[config.mk]
export PLATFORM = sky130hd
export DESIGN_NAME = dil_bfly_byte_sequencer
export DESIGN_NICKNAME = d
export VERILOG_FILES = /design/src/rtl/dil_bfly_byte_sequencer.sv
export SDC_FILE = /design/constraint.sdc
export NUM_CORES = 1
export LEC_CHECK = 0
export BUFFER_PORTS_ARGS = -buffer_cell sky130_fd_sc_hd__buf_4
export CAP_MARGIN = 20
export CORE_MARGIN = 2
export CORE_UTILIZATION = 51
export DETAILED_ROUTE_END_ITERATION = 7
export PLACE_DENSITY = 0.79
export SKIP_CTS_REPAIR_TIMING = 1
export SLEW_MARGIN = 20
export SYNTH_ARGS = -nofsm -noshare
export SYNTH_HDL_FRONTEND = slang
export SYNTH_SLANG_ARGS = --single-unit
[constraint.sdc]
create_clock -name clk -period 2.3 [get_ports clk]
set_input_delay 0.46 -clock clk [delete_from_list [all_inputs] [get_ports clk]]
set_output_delay 0.46 -clock clk [all_outputs]
set_load 0.005 [all_outputs]
[src/rtl/dil_bfly_byte_sequencer.sv]
// Byte-wide command/result sequencer around the butterfly core: collects a 10-byte
// command frame, fires one bf_validi strobe, waits for bf_valido, streams a 7-byte result.
module dil_bfly_byte_sequencer #(
  parameter int DW      = 24,
  parameter int TIMEOUT = 63
) (
  input  logic          clk,
  input  logic          rst_n,
  input  logic          sync_clr,
  input  logic [7:0]    in_data,
  input  logic          in_valid,
  output logic          in_ready,
  output logic [2:0]    bf_mode,
  output logic          bf_validi,
  output logic [DW-1:0] bf_aj,
  output logic [DW-1:0] bf_ajlen,
  output logic [DW-1:0] bf_zeta,
  input  logic [DW-1:0] bf_bj,
  input  logic [DW-1:0] bf_bjlen,
  input  logic          bf_valido,
  output logic [7:0]    out_data,
  output logic          out_valid,
  input  logic          out_ready,
  output logic          busy
);

  typedef enum logic [1:0] {S_RECV, S_ISSUE, S_WAIT, S_SEND} state_t;

  state_t        r_state;
  logic [3:0]    r_cnt;
  logic [2:0]    r_mode_asm;
  logic [63:0]   r_asm;
  logic [7:0]    r_wait;
  logic [2:0]    r_idx;
  logic          r_ok;
  logic          r_to;
  logic [DW-1:0] r_bj;
  logic [DW-1:0] r_bjlen;

  logic          w_in_fire;
  logic          w_out_fire;
  logic [71:0]   w_frame;
  logic [7:0]    w_wait_inc;
  logic [2:0]    w_next_idx;
  logic [7:0]    w_next_byte;

  assign w_in_fire  = in_valid && in_ready;
  assign w_out_fire = out_valid && out_ready;
  // b1..b8 live in r_asm; the 10th byte completes the frame on the fly.
  assign w_frame    = {r_asm, in_data};
  assign w_wait_inc = r_wait + 8'd1;
  assign w_next_idx = r_idx + 3'd1;

  always_comb begin
    w_next_byte = {6'b0, r_to, r_ok};
    case (w_next_idx)
      3'd1:    w_next_byte = r_bj[23:16];
      3'd2:    w_next_byte = r_bj[15:8];
      3'd3:    w_next_byte = r_bj[7:0];
      3'd4:    w_next_byte = r_bjlen[23:16];
      3'd5:    w_next_byte = r_bjlen[15:8];
      3'd6:    w_next_byte = r_bjlen[7:0];
      default: w_next_byte = {6'b0, r_to, r_ok};
    endcase
  end

  always_ff @(posedge clk or negedge rst_n) begin
    if (!rst_n) begin
      r_state    <= S_RECV;
      r_cnt      <= 4'd0;
      r_mode_asm <= 3'd0;
      r_asm      <= 64'd0;
      r_wait     <= 8'd0;
      r_idx      <= 3'd0;
      r_ok       <= 1'b0;
      r_to       <= 1'b0;
      r_bj       <= '0;
      r_bjlen    <= '0;
      in_ready   <= 1'b1;
      bf_mode    <= 3'd0;
      bf_validi  <= 1'b0;
      bf_aj      <= '0;
      bf_ajlen   <= '0;
      bf_zeta    <= '0;
      out_data   <= 8'd0;
      out_valid  <= 1'b0;
      busy       <= 1'b0;
    end else if (sync_clr) begin
      // Abort whatever is in flight; the bf_* data registers deliberately survive.
      r_state   <= S_RECV;
      r_cnt     <= 4'd0;
      r_wait    <= 8'd0;
      r_idx     <= 3'd0;
      r_ok      <= 1'b0;
      r_to      <= 1'b0;
      in_ready  <= 1'b1;
      bf_validi <= 1'b0;
      out_valid <= 1'b0;
      busy      <= 1'b0;
    end else begin
      case (r_state)
        S_RECV: begin
          if (w_in_fire) begin
            if (r_cnt == 4'd9) begin
              bf_mode   <= r_mode_asm;
              bf_aj     <= w_frame[71:48];
              bf_ajlen  <= w_frame[47:24];
              bf_zeta   <= w_frame[23:0];
              r_cnt     <= 4'd0;
              r_ok      <= 1'b0;
              r_to      <= 1'b0;
              in_ready  <= 1'b0;
              bf_validi <= 1'b1;
              busy      <= 1'b1;
              r_state   <= S_ISSUE;
            end else begin
              if (r_cnt == 4'd0) r_mode_asm <= in_data[2:0];
              else               r_asm      <= {r_asm[55:0], in_data};
              r_cnt <= r_cnt + 4'd1;
            end
          end
        end
        S_ISSUE: begin
          bf_validi <= 1'b0;
          r_wait    <= 8'd0;
          r_state   <= S_WAIT;
        end
        S_WAIT: begin
          r_wait <= w_wait_inc;
          // A result arriving on the timeout cycle is still taken as a good result.
          if (bf_valido) begin
            r_bj      <= bf_bj;
            r_bjlen   <= bf_bjlen;
            r_ok      <= 1'b1;
            r_idx     <= 3'd0;
            out_data  <= 8'h01;
            out_valid <= 1'b1;
            r_state   <= S_SEND;
          end else if (w_wait_inc == 8'(TIMEOUT)) begin
            r_bj      <= '0;
            r_bjlen   <= '0;
            r_to      <= 1'b1;
            r_idx     <= 3'd0;
            out_data  <= 8'h02;
            out_valid <= 1'b1;
            r_state   <= S_SEND;
          end
        end
        S_SEND: begin
          if (w_out_fire) begin
            if (r_idx == 3'd6) begin
              r_idx     <= 3'd0;
              r_cnt     <= 4'd0;
              out_valid <= 1'b0;
              in_ready  <= 1'b1;
              busy      <= 1'b0;
              r_state   <= S_RECV;
            end else begin
              r_idx    <= w_next_idx;
              out_data <= w_next_byte;
            end
          end
        end
        default: r_state <= S_RECV;
      endcase
    end
  end

endmodule

==> results.md <==
* CTS tree: yes
* Placed Area at 10700 um2
* Pin count of the biggest net entering global routing at 76
* Residual DRC count at 0
* Synth warnings at 0
* Req. time, crit path at 2.69 ns
* Initial DRC count at 365
* Worst Setup Slack, final at 0.0592 ns
* Via Count at 6051
* Share of cells above drive strength 1 at 45.6%
* Antenna fix cells at 0
* CP Capture Type: register
* Initial antenna violation count at 0
* Final setup vio count at 0
* Post-layout util at 66.0%
* Slew HR at 64.5%
* Clock sinks at 221
* Yosys cell types at 56
* DRT antenna net count at 0
* Syn Inst Count at 671
* Async S/R FF share, synth at 100%
* Initial core utilization at 51.8%
* Overall routing resource usage at 20.4%
* PD cells at 937 nW/um2
* Register-to-register setup slack at 0.06 ns
* Avg Inst Size Synth at 13.8 um2
* Syn nets at 742
* Fin. Hold Viols at 0
* Synth Flop Type: dfrtp_1
* Critical path class: register to register
* Clock transition at the registers of the reported paths at 0.06 ns
* FP Rows at 49
* EDFF count, synth at 0
* Final-report max-slew violation count at 0
* Fmax at 0.446 GHz
* Status: finished, final reports clean
* Final #Nets at 913
* Worst slew pin tran at 0.533 ns
* Worst Hold Class: input pin to register
* Most common cell in the synthesized netlist: dfrtp_1
* DIE AREA at 19200 um2
* Clk_lat worst skew at 0.51 ns
* Startpoint types: register
* Vias/cell at 5.56
* Clk buf depth at 3
* DPL Wire Length at 13.0 mm
* Sequential-to-total area share from yosys stat at 59.9%
* Synth area leader: dfrtp_1
* Dpl ws at 0.0728 ns
* First-pass GRT wire length at 32.2 mm
* Post-Route WL at 20.4 mm
* Die H at 139 um
* Top cells by area, synth: dfrtp_1 (60%), mux2_2 (19%), a22o_1 (4.6%), mux2i_1 (1.5%), nand2_1 (1.3%)
* Number of global-route vias before repair at 6101
* Hold slack at 0.173 ns
* GRT overflow at 0
* Port Buf Inserts at 148
* Design area at 11800 um2
* Post-route minimum period at 2.24 ns
* Clock root cell: clkbuf_16
* Htree depth at 1
* Skew final at 0.00947 ns
* I/O Pins at 149
* Register bit count reported by yosys at 221
* Fin crit share at 97.4%
* Synth-to-Final Area Change at 27.4%
* Max-cap viol count at 0
* Core ar. at 17800 um2
* Area share of the leading cell type in the synthesized netlist at 59.6%
* Wirelength per Cell at 18.7 um
* Worst EP arrival at 2.63 ns
* Post-synthesis cell area at 9240 um2
* Synth top cells by count: dfrtp_1 (220), mux2_2 (154), a22o_1 (49), nand2_1 (32), nor2_1 (23)
* Gpl congestion at 0.824
* First-pass DRT Iterations at 5
* Worst-path fanout max at 5
* Die width at 139 um
* VDD IR max at 0.733 mV
* Leak pwr at 5.84 nW
* Num CTS Buffers at 24
-- power breakdown --
group          internal, mW  switching (mW)  total, mW
Sequential             4.76           0.621       5.38
Combinational          1.03           0.603       1.63
Clock                  2.49            1.52       4.01
-- sequential cells by signal (all words and copies together) (netlist names), 4 cells and up --
| signal | count |
|---|---|
| bf_aj | 24 |
| bf_ajlen | 24 |
| bf_zeta | 24 |
| out_data | 8 |
| r_asm | 64 |
| r_bj | 24 |
| r_bjlen | 24 |
| r_cnt | 4 |
| r_wait | 8 |
-- metrics by stage --
stage                     std cells  TNS, ns  power [mW]
final                          1089        0        11.0
after global routing           1089  -0.0254        11.5
after CTS                      1079        0        11.1
after detailed placement       1035        0        7.04
after global placement         1034    -6.81        6.94
after floorplan                 671        0        6.32
-- cells by family after synthesis --
group	count (synthesis)	synth area share (%)
AO/OA/AOI/OAI	122	10.2
multiplexers	169	20.5
buffers and inverters	48	2.64
flip-flops	221	59.9
adder cells (fa/ha/maj)	9	1.22
XOR/XNOR	2	0.190
AND/OR/NAND/NOR	100	5.32
-- worst paths after layout --
path                        startpoint     endpoint  cells past startpoint
hold reg to reg              r_asm[63]    bf_aj[23]                      1
max in group asynchronous        rst_n  bf_ajlen[3]                      3
setup reg to reg             r_wait[0]  out_data[1]                      9
setup / recovery             r_wait[0]  out_data[1]                      9
hold / removal             bf_bjlen[1]   r_bjlen[1]                      2
min in group asynchronous        rst_n   r_bjlen[8]                      2
-- worst max-delay path, cell delays in order (launching register included) --
cell and delay [ns]:
dfrtp_1 0.39, inv_1 0.06, ha_1 0.23, nor4bb_4 0.17
mux2_4 0.29, o221a_4 0.13, buf_4 0.16, o211ai_4 0.21
buf_4 0.18, mux2_4 0.30
-- placed cells by master (no fill, tap or decap), drive strengths merged, types with 3 or more instances in the layout --
master and count:
o21a 3, clkbuf 37, a22oi 4, dfrtp 220, bufinv 3, o211ai 4
buf 178, nand2b 4, nand2 32, a22o 49, a21oi 8, nand3 8
and3 5, o221ai 3, a31oi 3, nor2 23, a221oi 6, o21ai 25
o31ai 3, nor2b 7, inv 13, ha 9, o22ai 4, nor3 7
mux2 154, mux2i 14
-- metal layers --
layer | vias to the layer above | GRT usage, % | share of wire, %
met4 | 0 | 4.94 | 2.1
li1 | 2800 | - | -
met1 | 3058 | 29.2 | 45
met5 | - | 0 | 0
met3 | 30 | 3.97 | 5.3
met2 | 163 | 32.6 | 47
-- final cells by class --
class / count / area [um2]
clock buffers: 36 / 717
clock inverters: 8 / 124
fillers: 1265 / 6070
inverters: 12 / 45.0
multi-input cells: 403 / 3550
flip-flops and latches: 221 / 5530
well taps: 229 / 287
repair buffers: 180 / 1520
No activity file was read; power rests on OpenSTA's default activity.
